### config.mk
export PLATFORM = sky130hd
export DESIGN_NAME = alu_pipe
export DESIGN_NICKNAME = d
export VERILOG_FILES = /design/src/rtl/alu_pipe.sv
export SDC_FILE = /design/constraint.sdc
export NUM_CORES = 1
export LEC_CHECK = 0
export ABC_AREA = 0
export BUFFER_PORTS_ARGS = -buffer_cell sky130_fd_sc_hd__buf_2
export CAP_MARGIN = 20
export CORE_ASPECT_RATIO = 0.5
export CORE_MARGIN = 5
export CORE_UTILIZATION = 56
export CTS_CLUSTER_SIZE = 24
export DETAILED_ROUTE_END_ITERATION = 6
export GPL_TIMING_DRIVEN = 0
export HOLD_SLACK_MARGIN = 0.15
export MAX_ROUTING_LAYER = met4
export PLACE_DENSITY = 0.85
export SLEW_MARGIN = 30
export SYNTH_ARGS = -nofsm -noshare
export SYNTH_HDL_FRONTEND = slang
export SYNTH_SLANG_ARGS = --single-unit
### constraint.sdc
create_clock -name clk -period 3.36 [get_ports clk]
set_input_delay 0.672 -clock clk [delete_from_list [all_inputs] [get_ports clk]]
set_output_delay 0.672 -clock clk [all_outputs]
set_load 0.01 [all_outputs]
### src/rtl/alu_pipe.sv
// Pipelined, handshaked ALU with registered result/flags and an iterative shift-add multiplier.
// One op in flight at a time; results hold until the consumer takes them.
module alu_pipe #(
    parameter int WIDTH = 8
) (
    input  logic             clk,
    input  logic             rst_n,
    input  logic             in_valid,
    output logic             in_ready,
    input  logic [2:0]       op,
    input  logic [WIDTH-1:0] a,
    input  logic [WIDTH-1:0] b,
    output logic             out_valid,
    input  logic             out_ready,
    output logic [WIDTH-1:0] result,
    output logic             flag_z,
    output logic             flag_n,
    output logic             flag_c,
    output logic             flag_v,
    output logic [1:0]       dbg_state
);

    localparam int CNT_W = $clog2(WIDTH + 1);
    localparam logic [WIDTH-1:0] LP_WIDTH = WIDTH'(WIDTH);

    localparam logic [2:0] OP_XOR = 3'b000;
    localparam logic [2:0] OP_AND = 3'b001;
    localparam logic [2:0] OP_OR  = 3'b010;
    localparam logic [2:0] OP_ADD = 3'b011;
    localparam logic [2:0] OP_SUB = 3'b100;
    localparam logic [2:0] OP_SHL = 3'b101;
    localparam logic [2:0] OP_SHR = 3'b110;
    localparam logic [2:0] OP_MUL = 3'b111;

    typedef enum logic [1:0] {
        S_IDLE = 2'd0,
        S_MUL  = 2'd1,
        S_DONE = 2'd2
    } state_t;

    // Handshake: a transfer happens on a rising edge where valid && ready on that side;
    // out_valid/result/flags hold stable from assertion until consumed.

    state_t               r_state;
    state_t               w_next_state;
    logic [WIDTH-1:0]     r_result;
    logic                 r_z, r_n, r_c, r_v;
    logic [2*WIDTH-1:0]   r_mcand;
    logic [WIDTH-1:0]     r_mplier;
    logic [2*WIDTH-1:0]   r_acc;
    logic [CNT_W-1:0]     r_cnt;

    logic                 w_accept;
    logic                 w_mul_last;
    logic [WIDTH:0]       w_add;
    logic [WIDTH:0]       w_sub;
    logic                 w_shift_big;
    logic [WIDTH-1:0]     w_alu_res;
    logic                 w_alu_c;
    logic                 w_alu_v;

    assign in_ready   = rst_n && ((r_state == S_IDLE) || ((r_state == S_DONE) && out_ready));
    assign out_valid  = (r_state == S_DONE);
    assign w_accept   = in_valid && in_ready;
    assign w_mul_last = (r_cnt == CNT_W'(WIDTH));
    assign result     = r_result;
    assign flag_z     = r_z;
    assign flag_n     = r_n;
    assign flag_c     = r_c;
    assign flag_v     = r_v;
    assign dbg_state  = r_state;

    assign w_add       = {1'b0, a} + {1'b0, b};
    assign w_sub       = {1'b0, a} - {1'b0, b};
    assign w_shift_big = (b >= LP_WIDTH);

    always_comb begin
        w_alu_res = '0;
        w_alu_c   = 1'b0;
        w_alu_v   = 1'b0;
        case (op)
            OP_XOR: w_alu_res = a ^ b;
            OP_AND: w_alu_res = a & b;
            OP_OR:  w_alu_res = a | b;
            OP_ADD: begin
                w_alu_res = w_add[WIDTH-1:0];
                w_alu_c   = w_add[WIDTH];
                w_alu_v   = (a[WIDTH-1] == b[WIDTH-1]) && (w_add[WIDTH-1] != a[WIDTH-1]);
            end
            OP_SUB: begin
                // Bit WIDTH of the zero-extended difference is the borrow (a < b unsigned).
                w_alu_res = w_sub[WIDTH-1:0];
                w_alu_c   = w_sub[WIDTH];
                w_alu_v   = (a[WIDTH-1] != b[WIDTH-1]) && (w_sub[WIDTH-1] != a[WIDTH-1]);
            end
            OP_SHL: w_alu_res = w_shift_big ? '0 : (a << b);
            OP_SHR: w_alu_res = w_shift_big ? '0 : (a >> b);
            default: w_alu_res = '0;
        endcase
    end

    always_comb begin
        w_next_state = r_state;
        case (r_state)
            S_IDLE: begin
                if (w_accept) w_next_state = (op == OP_MUL) ? S_MUL : S_DONE;
            end
            S_MUL: begin
                if (w_mul_last) w_next_state = S_DONE;
            end
            S_DONE: begin
                if (out_ready) begin
                    if (w_accept) w_next_state = (op == OP_MUL) ? S_MUL : S_DONE;
                    else          w_next_state = S_IDLE;
                end
            end
            default: w_next_state = S_IDLE;
        endcase
    end

    always_ff @(posedge clk or negedge rst_n) begin
        if (!rst_n) begin
            r_state <= S_IDLE;
        end else begin
            r_state <= w_next_state;
        end
    end

    always_ff @(posedge clk or negedge rst_n) begin
        if (!rst_n) begin
            r_result <= '0;
            r_z      <= 1'b0;
            r_n      <= 1'b0;
            r_c      <= 1'b0;
            r_v      <= 1'b0;
            r_mcand  <= '0;
            r_mplier <= '0;
            r_acc    <= '0;
            r_cnt    <= '0;
        end else if (w_accept && (op == OP_MUL)) begin
            r_mcand  <= {{WIDTH{1'b0}}, a};
            r_mplier <= b;
            r_acc    <= '0;
            r_cnt    <= '0;
        end else if (w_accept) begin
            r_result <= w_alu_res;
            r_z      <= (w_alu_res == '0);
            r_n      <= w_alu_res[WIDTH-1];
            r_c      <= w_alu_c;
            r_v      <= w_alu_v;
        end else if (r_state == S_MUL) begin
            // WIDTH shift-add steps, then one extra cycle to register result and flags.
            if (w_mul_last) begin
                r_result <= r_acc[WIDTH-1:0];
                r_z      <= (r_acc[WIDTH-1:0] == '0);
                r_n      <= r_acc[WIDTH-1];
                r_c      <= |r_acc[2*WIDTH-1:WIDTH];
                r_v      <= 1'b0;
            end else begin
                if (r_mplier[0]) r_acc <= r_acc + r_mcand;
                r_mcand  <= r_mcand << 1;
                r_mplier <= r_mplier >> 1;
                r_cnt    <= r_cnt + CNT_W'(1);
            end
        end
    end

endmodule

==> impl_metrics.tcl, run 1 <==
set metrics [dict create \
    synth.avg_cell_area_um2 8.53 \
    synth_commonest_cells "nand2_1, dfrtp_1, o21ai_0, ha_1, nor2_1" \
    ys_seq_area_share_pct 29.3 \
    p_leak_nw 2.55 \
    synth_cells 571 \
    cts_resized 0 \
    gp_congestion 0.998 \
    max_freq_mhz 320 \
    critPathBufInv 2 \
    worstSetupStartpointType "primary input" \
    start_util_pct 56.7 \
    diodes 0 \
    num_vias 4743 \
    row_count 24 \
    io_pins 39 \
    synth-main-ff-cell "dfrtp_1" \
    yosysTopAreaCell "dfrtp_1" \
    critical-path-max-stage-delay_ns 0.56 \
    overflow 0 \
    core_area_mm2 0.00859 \
    slowest_stage "buf_4" \
    grt_use_total_pct 26.1 \
    cp.arrival_ns 3.39 \
    wirelength_um 13400 \
    antenna_found_initial 0 \
    clk_latency_ns 0.33 \
    first_pass_iters 6 \
    min_period_ns 3.12 \
    die-area_mm2 0.0108 \
    final_nets 686 \
    path_class "primary input to register" \
    synth_edf_count 0 \
    fin_skew_ns 0.00535 \
    die_w_um 142 \
    rsz0062_at_grt "no" \
    ir_worst_vdd_v 0.000279 \
    dp_hpwl_um 9830 \
    grt_max_degree 59 \
    ant_nets 0 \
    synth-seq-cells 57 \
    syn_area_mm2 0.00487 \
    final-hold-violation-count 0 \
    crit_required_ns 3.63 \
    die_h_um 76.0 \
    layout-area-overhead-vs-synth_pct 13.4 \
    worstMarginPinSlew_ns 0.825 \
    dr.first_iter.drc_count 437 \
    drive_gt1_share_pct 13.8 \
    maxCapViolations 0 \
    synth_top_area_share_pct 29.3 \
    outcome "finished clean" \
    cellPowerDensity_mw_per_mm2 670 \
    port_buffers 37 \
    wire_per_inst_um 18.2 \
    ys_types 72 \
    cts_sinks 57 \
    cts-root-buf "clkbuf_16" \
    h-tree-depth 3 \
    avgViaCountPerCell 6.41 \
    worstSetupEndpointType "register" \
    ctsLongestPathBuffers 2 \
    power.total_mw 3.70 \
    drc 0 \
    ctsHoldBuffers 0 \
    slew-limit-headroom_pct 44.5 \
    async_flop_share_pct 100 \
    setup_viol 0 \
    crit_fanout 58 \
    crit_chain "buf_4 > nor3b_1 > and2_0 > dlygate4sd1_1 > o221ai_1 > a2111oi_1 > and4_1 > a31o_1" \
    grt_pass1_vias 4573 \
    ys_warn_count 0 \
    post_cts_buffers 0 \
    yosysMostFrequentCell "nand2_1" \
    fin_crit_sh_pct 92.9 \
    tns_ns 0 \
    syn_nets 638 \
    synth.area.top_cells "dfrtp_1, ha_1, nand2_1" \
    utilization_pct 64.3 \
    hp-class "primary input to asynchronous set/reset pin" \
    grt_first_pass_wirelength_um 22400 \
    finalMaxSlewViolations 0 \
    clkTransAtPathRegs_ns 0.05 \
    cts_buffers 9 \
    cts_tree "built" \
    rrSetupSlack_ns 0.44 \
    crit_family "simple AND/OR/NAND/NOR gates" \
]
## state kept, by name, indices dropped and copies added, names as in the netlist
name	cells
dbg_state	2
flag_c	1
flag_v	1
flag_z	1
r_acc	16
r_cnt	4
r_mcand	16
r_mplier	8
result	8
## final timing paths
path                                   startpoint                       end  depth (start not counted)
max                                         rst_n        flag_z$_DFFE_PN0P_                          8
max reg2reg                r_mcand[1]$_DFFE_PN0P_     r_acc[15]$_DFFE_PN0P_                          8
max in group asynchronous                   rst_n  dbg_state[0]$_DFFE_PN0P_                          1
min reg2reg                 result[4]$_DFFE_PN0P_     result[4]$_DFFE_PN0P_                          2
min                                         rst_n     result[7]$_DFFE_PN0P_                          1
min in group clk            result[4]$_DFFE_PN0P_     result[4]$_DFFE_PN0P_                          2
## per-stage QoR
stage	setup slack [ns]	instance area, um^2	hold slack (ns)	cells
finish	0.237	5520	0.398	740
global route	0.0372	5520	0.476	740
CTS	0.341	5520	0.428	740
detailed placement	0.0495	5220	0.475	725
global placement	-0.335	5200	0.464	725
floorplan	0.566	4870	0.376	571
## area by class of cell
class                           instances  area (um^2)
Timing Repair Buffer                   37          188
Fill cell                             729         3060
Clock buffer                           11          253
Buffer                                 30          185
Tap cell                              117          146
Sequential cell                        57         1430
Inverter                               35          131
Multi-Input combinational cell        449         3140
Clock inverter                          4         52.6
## report_power, final
group / internal (mW) / switching [mW]
Clock: 0.609 / 0.322
Combinational: 0.655 / 0.868
Sequential: 0.973 / 0.277
## cells in the final DEF, fill, tap and decap left out, types with 10 or more instances in the layout
cell type / count
nand3_1: 10
inv_1: 34
buf_2: 40
a21oi_1: 27
o21ai_0: 46
dfrtp_1: 57
o31ai_1: 11
nor3_1: 10
nand2_1: 76
ha_1: 41
nor2_1: 38
mux2i_1: 21
clkbuf_1: 16
a31oi_1: 17
xor2_1: 11
## logic make-up after synthesis
| family | after synthesis | synth area share (%) |
|---|---|---|
| AOI/OAI and AO/OA | 176 | 24.5 |
| xor gates and xnor gates | 13 | 2.34 |
| adders and majority gates | 44 | 11.8 |
| buffers and inverters | 65 | 6.50 |
| DFF | 57 | 29.3 |
| muxes | 27 | 7.09 |
| and+or+nand+nor | 189 | 18.5 |
## metal layers
layer	up-vias	track usage, %	wire length (um)
met3	39	5.47	1140
met2	250	40.6	6270
met1	2255	34.0	5680
li1	2199	-	-
met4	0	8.72	361
met5	-	-	0
(Power assumes the default switching activity.)
==> run 2: changes to the inputs <==
CELL_PAD_IN_SITES_DETAIL_PLACEMENT = 0   (was not set)
CELL_PAD_IN_SITES_GLOBAL_PLACEMENT = 2   (was not set)
CORE_UTILIZATION = 38   (was 56)
PLACE_DENSITY = 0.92   (was 0.85)
==> run 2 against run 1 <==
  * Worst setup slack better by 0.055 ns
  * Routed wire length rose by 5.6%
  * Clock-buffer cell count did not move
  * Highest routed layer unchanged
  * Via count decreased by 4.2%
  * Sequential power hardly changed
  * Die area is 42% higher
==> impl_metrics.tcl, run 2 (synthesized netlist as in run 1, its figures left out) <==
set metrics [dict create \
    outcome "finished clean" \
    utilization_pct 44.7 \
    power_frac_comb_pct 39.8 \
    diodes 0 \
    avgViaCountPerCell 5.71 \
    h-tree-depth 3 \
    final_nets 687 \
    intPower_mw 2.37 \
    drc 0 \
    cts-root-buf "clkbuf_16" \
    grt_first_pass_wirelength_um 23200 \
    cp.arrival_ns 3.34 \
    io_pins 39 \
    ant_nets 0 \
    final_cell_mix "nand2_1, dfrtp_1, o21ai_0" \
    wirelength_um 14200 \
    p_sw_share_pct 37.8 \
    p_switching_mw 1.44 \
    ir_worst_vdd_v 0.000247 \
    wire_per_inst_um 17.9 \
    die_w_um 170 \
    num_vias 4542 \
    p_leak_nw 2.58 \
    drive_gt1_share_pct 14.1 \
    worstMarginPinSlew_ns 0.825 \
    final_common_cell "nand2_1" \
    worstSetupStartpointType "primary input" \
    dp_hpwl_um 10800 \
    slew-limit-headroom_pct 44.5 \
    cts_buffers 9 \
    crit_required_ns 3.63 \
    overflow 0 \
    die-area_mm2 0.0153 \
    clkTransAtPathRegs_ns 0.05 \
    final-hold-violation-count 0 \
    cts_sinks 57 \
    setup_viol 0 \
    fin_crit_sh_pct 91.3 \
    finalMaxSlewViolations 0 \
    core_area_mm2 0.0126 \
    cellPowerDensity_mw_per_mm2 676 \
    dr.first_iter.drc_count 366 \
    ctsLongestPathBuffers 2 \
    place_inst 778 \
    rr_worst_depth 8 \
    die_h_um 90.1 \
    cts_tree "built" \
    tns_ns 0 \
    max_freq_mhz 326 \
    grt_use_total_pct 19.2 \
    grt_max_degree 59 \
    ctsHoldBuffers 0 \
    antenna_found_initial 0 \
    port_buffers 37 \
    r2r_start "r_acc[1]$_DFFE_PN0P_" \
    clk_latency_ns 0.33 \
    power.total_mw 3.82 \
    finalNonFillerCells 795 \
    pwr-share-seq_pct 32.5 \
    start_util_pct 38.6 \
    first_pass_iters 5 \
    largestRegisters "r_acc: 16 flops, r_mcand: 16 flops" \
    layout-area-overhead-vs-synth_pct 15.8 \
    crit_fanout 10 \
    fin_skew_ns 0.00706 \
    maxCapViolations 0 \
    grt_pass1_vias 4420 \
    r2r-end "r_acc[15]$_DFFE_PN0P_" \
    rrSetupSlack_ns 0.52 \
    path_class "primary input to register" \
    gp_congestion 0.914 \
    min_period_ns 3.07 \
    power_frac_clock_pct 27.7 \
    rsz0062_at_grt "no" \
    row_count 29 \
    fillers 1290 \
    worstSetupEndpointType "register" \
    hp-class "primary input to asynchronous set/reset pin" \
]
## run 2: stage by stage
stage | hold WS, ns | area [um^2] | setup slack, ns
final | 0.401 | 5640 | 0.292
after global routing | 0.467 | 5640 | 0.108
after CTS | 0.433 | 5630 | 0.175
after detailed placement | 0.488 | 5290 | -0.158
after global placement | 0.473 | 5270 | -0.439
after floorplan | 0.376 | 4870 | 0.566
## run 2: area by class of cell
class | count | area [um^2] | share of cell area, %
sequential | 57 | 1430 | 25.3
clock buffer | 11 | 243 | 4.30
inverter | 35 | 131 | 2.33
clock inverter | 5 | 103 | 1.82
timing repair buffer | 38 | 195 | 3.46
multi-input combinational | 449 | 3150 | 55.8
buffer | 30 | 185 | 3.28
tap | 170 | 213 | 3.77
## run 2: power groups by stage
| stage | registers, mW | logic (mW) | clock network, mW |
|---|---|---|---|
| 6_report | 1.24 | 1.52 | 1.06 |
| 4_1_cts | 1.24 | 1.51 | 1.08 |
| 2_1_floorplan | 1.18 | 1.10 | 0 |
| 5_1_grt | 1.28 | 1.74 | 1.12 |
| 3_5_place_dp | 1.25 | 1.50 | 0 |
| 3_3_place_gp | 1.25 | 1.48 | 0 |
## run 2: how the worst max path moves through the flow
stage	cells past startpoint	slack [ns]	start	endpoint
floorplan	9	0.57	b[1]	flag_v$_DFFE_PN0P_
global placement	8	-0.44	rst_n	flag_z$_DFFE_PN0P_
detailed placement	11	-0.16	b[1]	result[7]$_DFFE_PN0P_
CTS	11	0.17	b[1]	result[7]$_DFFE_PN0P_
global route	8	0.11	rst_n	flag_z$_DFFE_PN0P_
finish	11	0.29	b[1]	flag_z$_DFFE_PN0P_
## run 2: critical path: stages
cell	delay, ns
buf_2	0.13
buf_6	0.14
inv_2	0.17
ha_1	0.30
a21o_1	0.21
a211oi_1	0.33
o21bai_1	0.15
a221o_2	0.35
a211oi_1	0.42
and4_1	0.31
a31o_1	0.15
## run 2: timing repair
item,in CTS,in global routing
buffers inserted,0,1
endpoints found under the hold margin,0,0
resized for setup,0,1
setup endpoints to repair,0,2
## run 2: layer usage
layer,GRT usage [%],vias up,wire (um)
li1,-,2207,-
met1,26.9,2208,7000
met2,28.9,116,6460
met3,3.42,11,591
met4,4.58,0,150
met5,-,-,0
==> run 3: changes to the inputs <==
CAP_MARGIN = 25   (was 20)
MAX_ROUTING_LAYER = not set   (was met4)
==> run 3 against run 2 <==
  * Register-to-register slack about the same
  * Clock skew increased by 0.0014 ns
  * Critical path type unchanged
  * Flip-flop and latch count unchanged
  * Worst setup slack got worse by 0.061 ns
  * Highest routed layer unchanged
  * Routed wire length increased by 0.46%
  * Largest power group unchanged
  * Via count increased by 0.37%
  * Critical endpoint unchanged
  * Die area unchanged
  * Largest cell class unchanged
  * Combinational power about the same
==> impl_metrics.tcl, run 3 (synthesized netlist as in run 1, its figures left out) <==
set metrics [dict create \
    gp_congestion 0.898 \
    fin_crit_sh_pct 93.1 \
    slew-limit-headroom_pct 45.2 \
    worstSetupStartpointType "primary input" \
    grt_first_pass_wirelength_um 23200 \
    rsz0062_at_grt "no" \
    num_vias 4559 \
    grt_max_degree 59 \
    intPower_mw 2.37 \
    fin_skew_ns 0.00841 \
    p_switching_mw 1.45 \
    path_class "primary input to register" \
    final_common_cell "nand2_1" \
    cellPowerDensity_mw_per_mm2 677 \
    cp-startpoint "b[1]" \
    drive_gt1_share_pct 14.1 \
    wirelength_um 14300 \
    setup_slack_ns 0.231 \
    die_h_um 90.1 \
    final-hold-violation-count 0 \
    power_frac_clock_pct 27.8 \
    dp_hpwl_um 10800 \
    ir_worst_vdd_v 0.000247 \
    cts-root-buf "clkbuf_16" \
    ctsHoldBuffers 0 \
    dr.first_iter.drc_count 358 \
    grt_use_total_pct 18.7 \
    wire_per_inst_um 17.9 \
    start_util_pct 38.6 \
    first_pass_iters 5 \
    r2r_start "r_acc[1]$_DFFE_PN0P_" \
    hp-class "primary input to asynchronous set/reset pin" \
    setup_viol 0 \
    finalMaxSlewViolations 0 \
    h-tree-depth 3 \
    ctsLongestPathBuffers 2 \
    layout-area-overhead-vs-synth_pct 15.8 \
    design_area_mm2 0.00564 \
    pwr-share-seq_pct 32.4 \
    dp_slack_ns -0.158 \
    io_pins 39 \
    p_leak_nw 2.58 \
    port_buffers 37 \
    final_cell_mix "nand2_1, dfrtp_1, o21ai_0" \
    max_freq_mhz 320 \
    power_frac_comb_pct 39.8 \
    grt_pass1_vias 4422 \
    ant_nets 0 \
    diodes 0 \
    avgViaCountPerCell 5.73 \
    clk_latency_ns 0.33 \
    cp.arrival_ns 3.40 \
    drc 0 \
    cts_sinks 57 \
    final_nets 687 \
    die-area_mm2 0.0153 \
    crit_fanout 10 \
    crit_required_ns 3.63 \
    worstSetupEndpointType "register" \
    outcome "finished clean" \
    min_period_ns 3.13 \
    clkTransAtPathRegs_ns 0.05 \
    row_count 29 \
    core_area_mm2 0.0126 \
    largestRegisters "r_acc: 16 flops, r_mcand: 16 flops" \
    antenna_found_initial 0 \
    maxCapViolations 0 \
    place_area_mm2 0.00529 \
    overflow 0 \
    die_w_um 170 \
    p_sw_share_pct 37.9 \
    cts_buffers 9 \
    cts_tree "built" \
    worstMarginPinSlew_ns 0.816 \
]
## run 3: cell counts in the layout (fill, tap and decap cells not counted)
Identical to the previous run, type by type.
## run 3: critical path, stage by stage
cell and delay (ns):
buf_2 0.13, buf_6 0.14, inv_2 0.18, ha_1 0.30, a21o_1 0.21, a211oi_1 0.34, o21bai_1 0.15, a221o_2 0.35
a211oi_1 0.48, and4_1 0.31, a31o_1 0.14
## run 3: final cells by class
type	instances	area (um^2)
fill	1290	6980
sequential	57	1430
clock inverter	5	103
buffer	30	185
timing repair buffer	38	195
clock buffer	11	243
inverter	35	131
tap	170	213
multi-input combinational	449	3150
## run 3: what timing repair did
| action | in CTS | in global routing |
|---|---|---|
| buffers inserted | 0 | 1 |
| resized for setup | 0 | 1 |
| endpoints found under the setup margin | 0 | 2 |
| endpoints found under the hold margin | 0 | 0 |
## run 3: metal layers
layer	global-route usage, %	part of all wire (%)	up-vias
met5	0	0	-
met4	4.58	1.2	0
met3	3.51	5.0	10
met2	28.8	45	110
met1	27.0	48	2240
li1	-	-	2199
## run 3: stage by stage
stage / hold slack, ns / power (mW) / utilization, % / setup TNS, ns / std cells
final: 0.405 / 3.82 / 44.7 / 0 / 795
after global routing: 0.471 / 4.13 / 44.7 / 0 / 795
after CTS: 0.433 / 3.83 / 44.6 / 0 / 794
after detailed placement: 0.488 / 2.74 / 41.9 / -0.308 / 778
after global placement: 0.473 / 2.73 / 41.7 / -5.99 / 778
after floorplan: 0.376 / 2.29 / - / 0 / 571
## run 3: worst paths after layout
check                                          to  cells past startpoint  slack (ns)
max                            flag_z$_DFFE_PN0P_                     11        0.23
min                        r_mcand[1]$_DFFE_PN0P_                      1        0.40
max reg2reg                 r_acc[15]$_DFFE_PN0P_                      8        0.51
min reg2reg                 r_acc[15]$_DFFE_PN0P_                      1        0.49
max in group asynchronous    r_acc[5]$_DFFE_PN0P_                      1        2.46
min in group clk            r_acc[15]$_DFFE_PN0P_                      1        0.49
## run 3: power by group through the flow
stage	combinational (mW)	clock, mW	sequential (mW)
after floorplan	1.10	0	1.18
after global placement	1.48	0	1.25
after detailed placement	1.50	0	1.25
after CTS	1.51	1.08	1.24
after global routing	1.74	1.12	1.28
final	1.52	1.06	1.24
